$ cat config.mk
export PLATFORM = sky130hd
export DESIGN_NAME = scc_channel_mixer_flat
export DESIGN_NICKNAME = d
export VERILOG_FILES = /design/src/rtl/scc_pkg.sv /design/src/rtl/scc_channel_mixer_if.sv /design/src/rtl/scc_channel_volume.sv /design/src/rtl/scc_channel_mixer.sv /design/src/flat_wrapper.sv
export SDC_FILE = /design/constraint.sdc
export NUM_CORES = 1
export LEC_CHECK = 0
export ABC_AREA = 1
export BUFFER_PORTS_ARGS = -buffer_cell sky130_fd_sc_hd__buf_2
export CAP_MARGIN = 20
export CELL_PAD_IN_SITES_DETAIL_PLACEMENT = 0
export CELL_PAD_IN_SITES_GLOBAL_PLACEMENT = 1
export CORE_ASPECT_RATIO = 0.6
export CORE_MARGIN = 2
export CORE_UTILIZATION = 47
export CTS_CLUSTER_DIAMETER = 150
export DETAILED_ROUTE_END_ITERATION = 10
export PLACE_DENSITY_LB_ADDON = 0.1
export SLEW_MARGIN = 20
export SYNTH_ARGS = -nofsm -noshare
export SYNTH_HDL_FRONTEND = slang
export SYNTH_HIERARCHICAL = 1
export SYNTH_SLANG_ARGS = --single-unit
$ cat constraint.sdc
create_clock -name clk -period 4.7 [get_ports clk]
set_input_delay 0.705 -clock clk [delete_from_list [all_inputs] [get_ports clk]]
set_output_delay 0.705 -clock clk [all_outputs]
set_load 0.01 [all_outputs]
$ cat src/rtl/scc_pkg.sv
// scc_pkg: constants shared by the SCC tone generator, channel sequencer and mixer
package scc_pkg;
  localparam int SCC_CH_NUM = 5;
  localparam int SCC_WAVE_W = 8;
  localparam int SCC_VOL_W  = 4;
  localparam int SCC_MIX_W  = 11;
endpackage

$ cat src/rtl/scc_channel_mixer_if.sv
// scc_channel_mixer_if: channel-slot inputs and mixed-sample outputs of the mixer
interface scc_channel_mixer_if
  import scc_pkg::*;
#(
  parameter int OUT_W = SCC_MIX_W
);
  logic                         active;
  logic [2:0]                   channel_no;
  logic signed [SCC_WAVE_W-1:0] wave_data;
  logic [SCC_VOL_W-1:0]         reg_volume;
  logic                         reg_enable;
  logic signed [OUT_W-1:0]      sound_out;
  logic                         sound_valid;
  modport master (output active, channel_no, wave_data, reg_volume, reg_enable,
                  input sound_out, sound_valid);
  modport slave  (input active, channel_no, wave_data, reg_volume, reg_enable,
                  output sound_out, sound_valid);
endinterface

$ cat src/rtl/scc_channel_volume.sv
// scc_channel_volume: scales a signed wave sample by a 4-bit volume, floored /16, gated by enable
module scc_channel_volume
  import scc_pkg::*;
(
  input  logic signed [SCC_WAVE_W-1:0] wave_data,
  input  logic [SCC_VOL_W-1:0]         reg_volume,
  input  logic                         reg_enable,
  output logic signed [SCC_WAVE_W-1:0] contribution
);
  logic signed [SCC_WAVE_W+SCC_VOL_W-1:0] product;
  assign product = wave_data * $signed({1'b0, reg_volume});
  // dropping the low nibble of a two's-complement product floors toward -inf
  assign contribution = reg_enable ? product[SCC_WAVE_W+SCC_VOL_W-1:SCC_VOL_W] : '0;
endmodule

$ cat src/rtl/scc_channel_mixer.sv
// scc_channel_mixer: scales each channel slot and sums a frame of CH_NUM slots into one sample
module scc_channel_mixer
  import scc_pkg::*;
#(
  parameter int CH_NUM = SCC_CH_NUM,
  parameter int OUT_W  = SCC_MIX_W
)(
  input logic                clk,
  input logic                nreset,
  scc_channel_mixer_if.slave bus
);
  localparam logic [2:0] LAST = 3'(CH_NUM - 1);
  logic signed [SCC_WAVE_W-1:0] contrib, s1_contrib;
  logic [2:0]                   s1_ch;
  logic                         s1_valid;
  logic signed [OUT_W-1:0]      acc, ext, sum;
  scc_channel_volume u_vol (
    .wave_data   (bus.wave_data),
    .reg_volume  (bus.reg_volume),
    .reg_enable  (bus.reg_enable),
    .contribution(contrib)
  );
  assign ext = {{(OUT_W-SCC_WAVE_W){s1_contrib[SCC_WAVE_W-1]}}, s1_contrib};
  assign sum = acc + ext;
  always_ff @(posedge clk or negedge nreset) begin
    if (!nreset) begin
      s1_valid   <= 1'b0;
      s1_ch      <= '0;
      s1_contrib <= '0;
    end else begin
      s1_valid <= bus.active && bus.channel_no <= LAST;
      if (bus.active && bus.channel_no <= LAST) begin
        s1_ch      <= bus.channel_no;
        s1_contrib <= contrib;
      end
    end
  end
  // the last slot publishes acc+contribution without touching acc; slot 0 restarts the frame
  always_ff @(posedge clk or negedge nreset) begin
    if (!nreset) begin
      acc             <= '0;
      bus.sound_out   <= '0;
      bus.sound_valid <= 1'b0;
    end else begin
      bus.sound_valid <= s1_valid && s1_ch == LAST;
      if (s1_valid) begin
        if (s1_ch == 3'd0) acc <= ext;
        else if (s1_ch == LAST) bus.sound_out <= sum;
        else acc <= sum;
      end
    end
  end
endmodule
$ cat src/flat_wrapper.sv
// flat-port wrapper written by rule: the top's interface ports become plain ports
module scc_channel_mixer_flat import scc_pkg::*;
#(
  parameter int CH_NUM = SCC_CH_NUM,
  parameter int OUT_W  = SCC_MIX_W
)
  (clk, nreset, bus_active, bus_channel_no, bus_wave_data, bus_reg_volume, bus_reg_enable, bus_sound_out, bus_sound_valid);
  scc_channel_mixer_if #(.OUT_W(OUT_W)) bus_i ();
  input logic clk;
  input logic nreset;
  input wire logic [$bits(bus_i.active)-1:0] bus_active;
  input wire logic [$bits(bus_i.channel_no)-1:0] bus_channel_no;
  input wire logic [$bits(bus_i.wave_data)-1:0] bus_wave_data;
  input wire logic [$bits(bus_i.reg_volume)-1:0] bus_reg_volume;
  input wire logic [$bits(bus_i.reg_enable)-1:0] bus_reg_enable;
  output wire logic [$bits(bus_i.sound_out)-1:0] bus_sound_out;
  output wire logic [$bits(bus_i.sound_valid)-1:0] bus_sound_valid;
  assign bus_i.active = bus_active;
  assign bus_i.channel_no = bus_channel_no;
  assign bus_i.wave_data = bus_wave_data;
  assign bus_i.reg_volume = bus_reg_volume;
  assign bus_i.reg_enable = bus_reg_enable;
  assign bus_sound_out = bus_i.sound_out;
  assign bus_sound_valid = bus_i.sound_valid;
  scc_channel_mixer #(.CH_NUM(CH_NUM), .OUT_W(OUT_W)) u_core (.clk(clk), .nreset(nreset), .bus(bus_i));
endmodule
# After elaboration in Yosys (flattened, before gate mapping)

Cells that the tools add are included.

$add $sub $neg: 1
Multiply operators: 1
Order comparisons: 1
Eq/ne operators: 2
Muxes and demuxes: 3
Bitwise logic cells: 1
Reduce and logical (&&, ||, !) cells: 5

Operator list:

| cell               | count |
|---|---|
| $mux 11            | 2 |
| $mul 8x5->12       | 1 |
| $add 11x8->11      | 1 |
| $mux 8             | 1 |
| $eq 3x3->1 const B | 1 |
| $le 3x3->1 const B | 1 |
| $logic_not 3->1    | 1 |
| $reduce_and 3->1   | 1 |
| $logic_and 1x1->1  | 2 |
| $ne 2x2->1 const B | 1 |
| $reduce_and 2->1   | 1 |
| $not 1->1          | 1 |

Register bits: 35
Bits of input ports: 19
Output and inout bits: 12
Word-level logic and storage cells: 20

# Longest topological paths before layout

Gate-level depths: netlist of the first run.

Depth after elaboration: 3
Mapped depth: 19
Depth with buffers taken out: 18

# Modules after synthesis

Netlist of the first run, hierarchy kept.

Modules (own cells, without submodules):

| module             | times used | cells each | area each (sq um) | sequential area each (sq um) |
|---|---|---|---|---|
| scc_channel_mixer  | 1          | 262        | 2,003.2           | 875.8 |
| scc_channel_volume | 1          | 202        | 1,275.0           | 0.0 |

# Worst setup path after synthesis of the first run

OpenSTA, ideal clock, no wires.

Path type: input-to-reg
Start: input bus_reg_volume[2]
End: register u_core.s1_contrib[7]
Setup time: 0.117 ns
Arrival: 3.491 ns
Data required time: 4.583 ns
Path slack: 1.092 ns
Stages: 17
Path buffers: 1
Cell sequence: clkbuf_1 > nand2_1 > inv_1 > ha_1 > fa_1 > inv_1 > fa_1 > inv_1 > ha_1 > a21oi_1 > o21ai_0 > nand2_1 > nand3_1 > nor2_1 > nor2_1 > nand2_1 > nand2_1

Cells in the longest elaborated chain, start to end: 2

RTL lines:

| item                   | line                     | source |
|---|---|---|
| start: declaration     | flat_wrapper.sv:14       | `input wire logic [$bits(bus_i.reg_volume)-1:0] bus_reg_volume;` |
| $mul 8x5->12           | scc_channel_volume.sv:11 | `assign product = wave_data * $signed({1'b0, reg_volume});` |
| $mux 8                 | scc_channel_volume.sv:13 | `assign contribution = reg_enable ? product[SCC_WAVE_W+SCC_VOL_W-1:SCC_VOL_W] : '0;` |
| via u_core.contrib[7]  | scc_channel_mixer.sv:13  | `logic signed [SCC_WAVE_W-1:0] contrib, s1_contrib;` |
| end signal: assignment | scc_channel_mixer.sv:34  | `s1_contrib <= contrib;` |
| end: declaration       | scc_channel_mixer.sv:13  |  |

The timed path passes the listed nets, and every way through them passes these cells.
A chain may end at the register's enable or synchronous reset.

# Worst setup path after layout of the first run

Same ends and word-level chain as after synthesis.

==> impl_metrics.json, run 1 <==
{
  "worst_ir_drop_vdd_v": 0.000374,
  "core-area_sq_um": 6710,
  "dp_cells": 573,
  "avgRoutedWirePerCell_um": 13.3,
  "r2r_cells": 10,
  "maxCapViolations": 0,
  "synth_area_sq_um": 3280,
  "drive_gt1_share_pct": 12.3,
  "drtAntennaViolNets": 0,
  "slew_violations": 0,
  "worstHoldPathCells": 2,
  "path_common_cell": "nand2_1",
  "fin_cells": 581,
  "slowest_stage": "fa_1",
  "drc": 0,
  "gp_congestion": 0.878,
  "reg2reg_slack_ps": 2680,
  "synth-seq-cells": 35,
  "vias": 2843,
  "critPathKind": "in2reg",
  "whs_endpoint": "u_core/bus.sound_out[9]",
  "grt_pass1_vias": 2542,
  "initial_core_util_pct": 48.9,
  "ys_seq_area_share_pct": 26.7,
  "start_kind": "input port",
  "fin_tns_setup_ps": 0,
  "yosysUniqueCellTypes": 31,
  "ys_top_cells_by_area": "dfrtp_1, nand2_1, ha_1",
  "arrival_ps": 3830,
  "max_stage_delay_ps": 540,
  "dieArea_sq_um": 7680,
  "antenna_cells": 0,
  "maxSlewHeadroom_pct": 46.7,
  "period_minus_slack_ps": 3610,
  "synth_largest_area_cell": "dfrtp_1",
  "gr-total-overflow": 0,
  "min-delay-start": "u_core/bus.sound_out[9]",
  "syn_to_final_growth_pct": 10.6,
  "syn_inst": 464,
  "io_buffers": 30,
  "multiInputGateArea_sq_um": 1980,
  "fp.dieW_um": 112,
  "viasPerCell": 4.89,
  "cpLargestDelayFamily": "adder cells",
  "cts.clk_slew.worst_paths_ps": 50,
  "cts.repair.resized": 0,
  "fillers": 676,
  "finalSetupViolCount": 0,
  "antenna_found_initial": 0,
  "crit_fanout": 8,
  "finalHoldViolations": 0,
  "rsz0062_at_grt": "false",
  "postCtsSetupBuffers": 0,
  "crit_required_ps": 4920,
  "power.leakage_nw": 2.19,
  "tightest_slew_ps": 796,
  "hold_buffers": 0,
  "dp_hpwl_mm": 6.29,
  "critPathBufInv": 4,
  "outcome": "complete, no violations",
  "synth_top_area_share_pct": 26.7,
  "die_h_um": 68.7,
  "insertion_delay_ps": 280,
  "skew_ps": 3.88,
  "seq_area_sq_um": 876,
  "postSynthAreaPerCell_sq_um": 7.06,
  "layout.nets": 557,
  "io_pins": 31,
  "end_kind": "register",
  "grt_usage_pct": 21.7,
  "cts_num_sinks": 35,
  "min_path_type": "reg2reg",
  "r2r-end": "u_core/bus.sound_out[6]",
  "rr_startpoint": "u_core/s1_contrib[0]",
  "period_share_pct": 76.8,
  "clockBufferDepth": 2,
  "timing.fmax_ghz": 0.277,
  "drt_iter0_drc": 205,
  "cts_tree": "built",
  "num_rows": 23,
  "grt_pass1_wl_mm": 12.9,
  "cts_buffers": 5,
  "path_cells": "buf_2 > nand2_1 > inv_1 > ha_1 > fa_1 > inv_1 > fa_1 > inv_1 > ha_1 > a21oi_1 > o21ai_0 > nand2_1 > nand3_1 > nand2_1 > nand2_1 > nor2_1 > nand2_1 > nand2_1",
  "ys_warn_count": 6,
  "dr.pass1.iters": 5,
  "synth_nets": 528,
  "drt-total-wl_mm": 7.71,
  "grt_max_degree": 36,
  "root_buffer": "clkbuf_16",
  "cts_max_level": 2,
  "fin_total_pwr_w": 0.00178,
  "powerDensity_nw_per_um2": 491
}
[layer usage]
| metal | global-route usage (%) | vias to the layer above | wire (um) |
|---|---|---|---|
| met4 | 2.01 | 0 | 14 |
| met5 | 0 | - | 0 |
| met1 | 37.4 | 1306 | 4670 |
| li1 | - | 1465 | - |
| met2 | 27.0 | 68 | 2590 |
| met3 | 4.20 | 4 | 435 |
[cells in the mapped netlist]
library cell and instances:
fa_1 16, inv_1 96, buf_4 2, a21oi_2 3, buf_2 3, xor2_1 5, nor3_1 1, ha_1 29
nor2_1 28, o21bai_1 1, o21ai_0 11, nand3_2 4, nand3b_1 1, inv_2 4, nor3_2 1, nor2_2 3
nor2_4 3, clkbuf_1 2, nand3_1 23, nand2_2 6, a21oi_1 28, o21a_1 3, o21ai_1 3, nand4_1 2
o211ai_1 1, nand2_1 142, xnor2_1 5, dfrtp_1 35, o21ai_2 1, or2_1 1, buf_6 1
[sequential cells by signal (all words and copies together) (netlist names)]
name / flops
u_core/s1_contrib: 8
u_core/bus.sound_out: 11
u_core/acc: 11
u_core/s1_ch: 3
u_core/bus.sound_valid: 1
u_core/s1_valid: 1
[cells in the final DEF, fill, tap and decap left out, types with 4 or more instances in the layout]
| cell | count |
|---|---|
| xor2_1 | 5 |
| a21oi_1 | 28 |
| fa_1 | 16 |
| nand3_1 | 23 |
| nand2_1 | 142 |
| ha_1 | 29 |
| nand2_2 | 6 |
| buf_2 | 30 |
| inv_2 | 4 |
| nand3_2 | 4 |
| o21ai_0 | 11 |
| nor2_1 | 28 |
| xnor2_1 | 5 |
| clkbuf_16 | 5 |
| dfrtp_1 | 35 |
| inv_1 | 96 |
[worst register-to-register path: cells and delay by family (launching register included)]
kind,cells,cell delay (ps)
adder cells (fa/ha/maj),2,720
buffers and inverters,2,120
AO/OA/AOI/OAI,2,260
flip-flops,1,380
AND/OR/NAND/NOR,4,430
[worst max path at each step]
stage	from	end	slack, ps	depth (start not counted)
floorplan	bus_reg_volume[2]	u_core/s1_contrib[7]	1090	17
global placement	bus_reg_volume[2]	u_core/s1_contrib[6]	920	16
detailed placement	bus_reg_volume[2]	u_core/s1_contrib[6]	870	16
CTS	bus_reg_volume[2]	u_core/s1_contrib[6]	1150	16
global route	bus_reg_volume[3]	u_core/s1_contrib[7]	840	18
finish	bus_reg_volume[2]	u_core/s1_contrib[7]	1090	18
[layout make-up]
type	instances	share of cell area (%)
well taps	87	3.00
inverters	100	10.4
repair buffers	30	4.14
multi-input cells	321	54.6
flip-flops and latches	35	24.2
clock buffers	7	3.66
clock inverters	1	0.138
[where the power goes]
group          total (W)  switching, W  internal [W]  leakage, nW
logic           0.000974      0.000614      0.000360         1.69
registers       0.000492     0.0000749      0.000417        0.434
clock network   0.000315      0.000120      0.000196       0.0679
total            0.00178      0.000809      0.000973         2.19
[logic make-up (layout without fill, tap and decap cells)]
| family | after synthesis | count (layout) | share of synthesized area (%) |
|---|---|---|---|
| DFF | 35 | 35 | 26.7 |
| adders and majority gates | 45 | 45 | 20.8 |
| buffers and inverters | 108 | 138 | 12.9 |
| AOI/OAI and AO/OA | 51 | 51 | 8.63 |
| and+or+nand+nor | 215 | 215 | 28.2 |
| xor gates and xnor gates | 10 | 10 | 2.67 |
[metrics by stage]
step                utilization (%)  setup slack, ps  hold slack (ps)  area (sq um)
floorplan                         -             1090              409          3280
global placement               52.0              919              456          3490
detailed placement             52.0              868              459          3490
CTS                            54.1             1150              475          3630
global route                   54.1              842              512          3630
finish                         54.1             1090              474          3630
Power figures use the tool's default switching activity.
==> inputs of run 2 (changes only) <==
ABC_AREA = 0   (was 1)
CORE_UTILIZATION = 46   (was 47)
clock period = 3.35 ns   (was 4.7 ns; I/O delays follow)
==> run 2 against run 1 <==
  * Cell area is 2.5% higher
  * Routed wire length is 18% lower
  * Non-clock buffer count rose by 24
  * Critical path depth down 4
  * Sequential power grew 44%
  * Worst hold slack got worse by 180 ps
  * Clock skew rose by 1.8 ps
  * Area after synthesis shrank 8.2%
  * Cell count shrank 20%
  * Register-to-register slack got worse by 1500 ps
  * Die area decreased by 5.9%
  * Critical endpoint is now u_core/s1_contrib[6]
  * Largest power group unchanged
  * Highest routed layer unchanged
==> impl_metrics.json, run 2 <==
{
  "synthMuxAreaShare_pct": 7.23,
  "multiInputGateArea_sq_um": 2110,
  "maxCapViolations": 0,
  "drt-total-wl_mm": 6.34,
  "grt_usage_pct": 19.5,
  "drt_iter0_drc": 120,
  "drtAntennaViolNets": 0,
  "synth_xor_xnor_area_share_pct": 4.36,
  "cts_tree": "built",
  "postSynthAreaPerCell_sq_um": 9.35,
  "synth_top_family_by_area": "adder cells",
  "synth_ff_type": "dfrtp_1",
  "ys_seq_area_share_pct": 29.1,
  "cts_max_level": 2,
  "reg_top3": "u_core/acc x11, u_core/bus.sound_out x11, u_core/s1_contrib x8",
  "insertion_delay_ps": 280,
  "ys_warn_count": 6,
  "synth_largest_area_cell": "dfrtp_1",
  "core-area_sq_um": 6220,
  "gp_congestion": 0.818,
  "powerDensity_nw_per_um2": 622,
  "grt_pass1_wl_mm": 10.7,
  "timing.fmax_ghz": 0.304,
  "vias": 2318,
  "start_kind": "input port",
  "outcome": "complete, no violations",
  "grt_pass1_vias": 2206,
  "gr-total-overflow": 0,
  "root_buffer": "clkbuf_8",
  "synth_nets": 386,
  "tightest_slew_ps": 778,
  "fillers": 543,
  "die_h_um": 66.7,
  "crit_required_ps": 3520,
  "slew_violations": 0,
  "fin_ws_ps": 59.2,
  "cts_num_sinks": 35,
  "syn_inst": 322,
  "fp.dieW_um": 108,
  "synth_top_area_share_pct": 29.1,
  "num_rows": 22,
  "synth_common_cells": "inv_1, nand2_1, dfrtp_1, ha_1, and2_1",
  "rsz0062_at_grt": "true",
  "synth_area_sq_um": 3010,
  "io_pins": 31,
  "synth-compound-area-share_pct": 14.5,
  "reg2reg_slack_ps": 1220,
  "io_buffers": 30,
  "antenna_found_initial": 0,
  "layout_commonest_cell": "nand2_1",
  "grt_max_degree": 36,
  "synth-seq-cells": 35,
  "dp_hpwl_mm": 5.10,
  "seq_area_sq_um": 876,
  "yosysUniqueCellTypes": 48,
  "critPathKind": "in2reg",
  "switching_share_pct": 40.5,
  "synthArstFlopShare_pct": 100,
  "end_kind": "register",
  "skew_ps": 5.69,
  "layout.nets": 442,
  "min_path_type": "in2async",
  "clock_power_share_pct": 13.3,
  "finalSetupViolCount": 0,
  "synthAdderAreaFrac_pct": 22.7,
  "synth-simple-area-share_pct": 16.0,
  "arrival_ps": 3460,
  "power.leakage_nw": 1.85,
  "ys_top_cells_by_area": "dfrtp_1, ha_1, fa_1",
  "drive_gt1_share_pct": 31.0,
  "crit_fanout": 8,
  "place_ws_ps": -281,
  "clockBufferDepth": 2,
  "viasPerCell": 5.02,
  "worst_ir_drop_vdd_v": 0.000298,
  "drc": 0,
  "period_minus_slack_ps": 3290,
  "avgRoutedWirePerCell_um": 13.7,
  "synth-edff-count": 0,
  "p_comb_share_pct": 56.0,
  "internal_power_w": 0.00137,
  "post-synth-top-count-cell": "inv_1",
  "fin_util_pct": 59.7,
  "switchingPower_w": 0.000935,
  "dr.pass1.iters": 4,
  "period_share_pct": 98.2,
  "syn_to_final_growth_pct": 23.4,
  "dieArea_sq_um": 7230,
  "antenna_cells": 0,
  "maxSlewHeadroom_pct": 48.1,
  "initial_core_util_pct": 48.4,
  "cts_buffers": 5,
  "final_cell_mix": "nand2_1, inv_1, dfrtp_1",
  "cts.clk_slew.worst_paths_ps": 70,
  "finalHoldViolations": 0,
  "seqPwrFrac_pct": 30.7
}
[run 2: cell type report]
class,count,share of cell area [%]
Sequential cell,35,23.6
Inverter,43,4.34
Tap cell,84,2.83
Multi-Input combinational cell,239,56.9
Timing Repair Buffer,54,10.0
Clock buffer,6,2.22
Clock inverter,1,0.135
[run 2: routing by layer]
metal	global-route usage, %	wire length [um]	part of all wire, %	vias up
li1	-	-	-	1198
met1	32.5	3840	61	1092
met2	24.4	2260	36	26
met3	4.01	212	3.3	2
met4	4.17	17	0.27	0
met5	0	0	0	-
[run 2: critical path: stages]
cell and delay, ps:
buf_12 110, and2_4 140, ha_4 250, inv_2 30, fa_1 440, fa_1 500
inv_2 40, ha_4 270, nand2_2 50, or3_4 400, a21oi_4 220, o22ai_2 110
mux2i_1 130, mux2_4 260
[run 2: per-stage QoR]
stage	hold WS [ps]	power, W	TNS [ps]	std cells	instance area, sq um
2_1_floorplan	207	0.00162	-102	322	3110
3_3_place_gp	459	0.00194	-1300	452	3500
3_5_place_dp	466	0.00196	-1480	452	3500
4_1_cts	326	0.00228	0	459	3590
5_1_grt	367	0.00254	-131	462	3720
6_report	291	0.00231	0	462	3720
[run 2: path summary, 6_finish.rpt]
check | endpoint | from | cells after the start
max in group asynchronous | u_core/bus.sound_out[3] | nreset | 1
setup / recovery | u_core/s1_contrib[6] | bus_reg_volume[2] | 14
setup reg to reg | u_core/bus.sound_out[10] | u_core/s1_contrib[0] | 9
min in group clk | u_core/s1_ch[2] | bus_channel_no[2] | 2
hold / removal | u_core/s1_ch[2] | nreset | 1
hold reg to reg | u_core/bus.sound_out[1] | u_core/bus.sound_out[1] | 2
[run 2: cell families (layout without fill, tap and decap cells)]
| family | count (synthesis) | count (layout) |
|---|---|---|
| buffers and inverters | 48 | 104 |
| AO/OA/AOI/OAI | 65 | 65 |
| AND/OR/NAND/NOR | 94 | 94 |
| adder cells (fa/ha/maj) | 45 | 45 |
| flip-flops | 35 | 35 |
| XOR/XNOR | 15 | 15 |
| multiplexers | 20 | 20 |
[run 2: repair_timing]
item / in CTS / in global routing
hold endpoints to repair: 0 / 0
hold buffers: 0 / 0
endpoints found under the setup margin: 0 / 6
resized for setup: 0 / 31
buffers inserted: 0 / 3
[run 2: power groups by stage]
stage                     sequential [W]  clock [W]  combinational, W
after floorplan                 0.000714          0          0.000909
after global placement          0.000709          0           0.00123
after detailed placement        0.000716          0           0.00124
after CTS                       0.000708   0.000314           0.00125
after global routing            0.000734   0.000336           0.00147
final                           0.000708   0.000307           0.00129
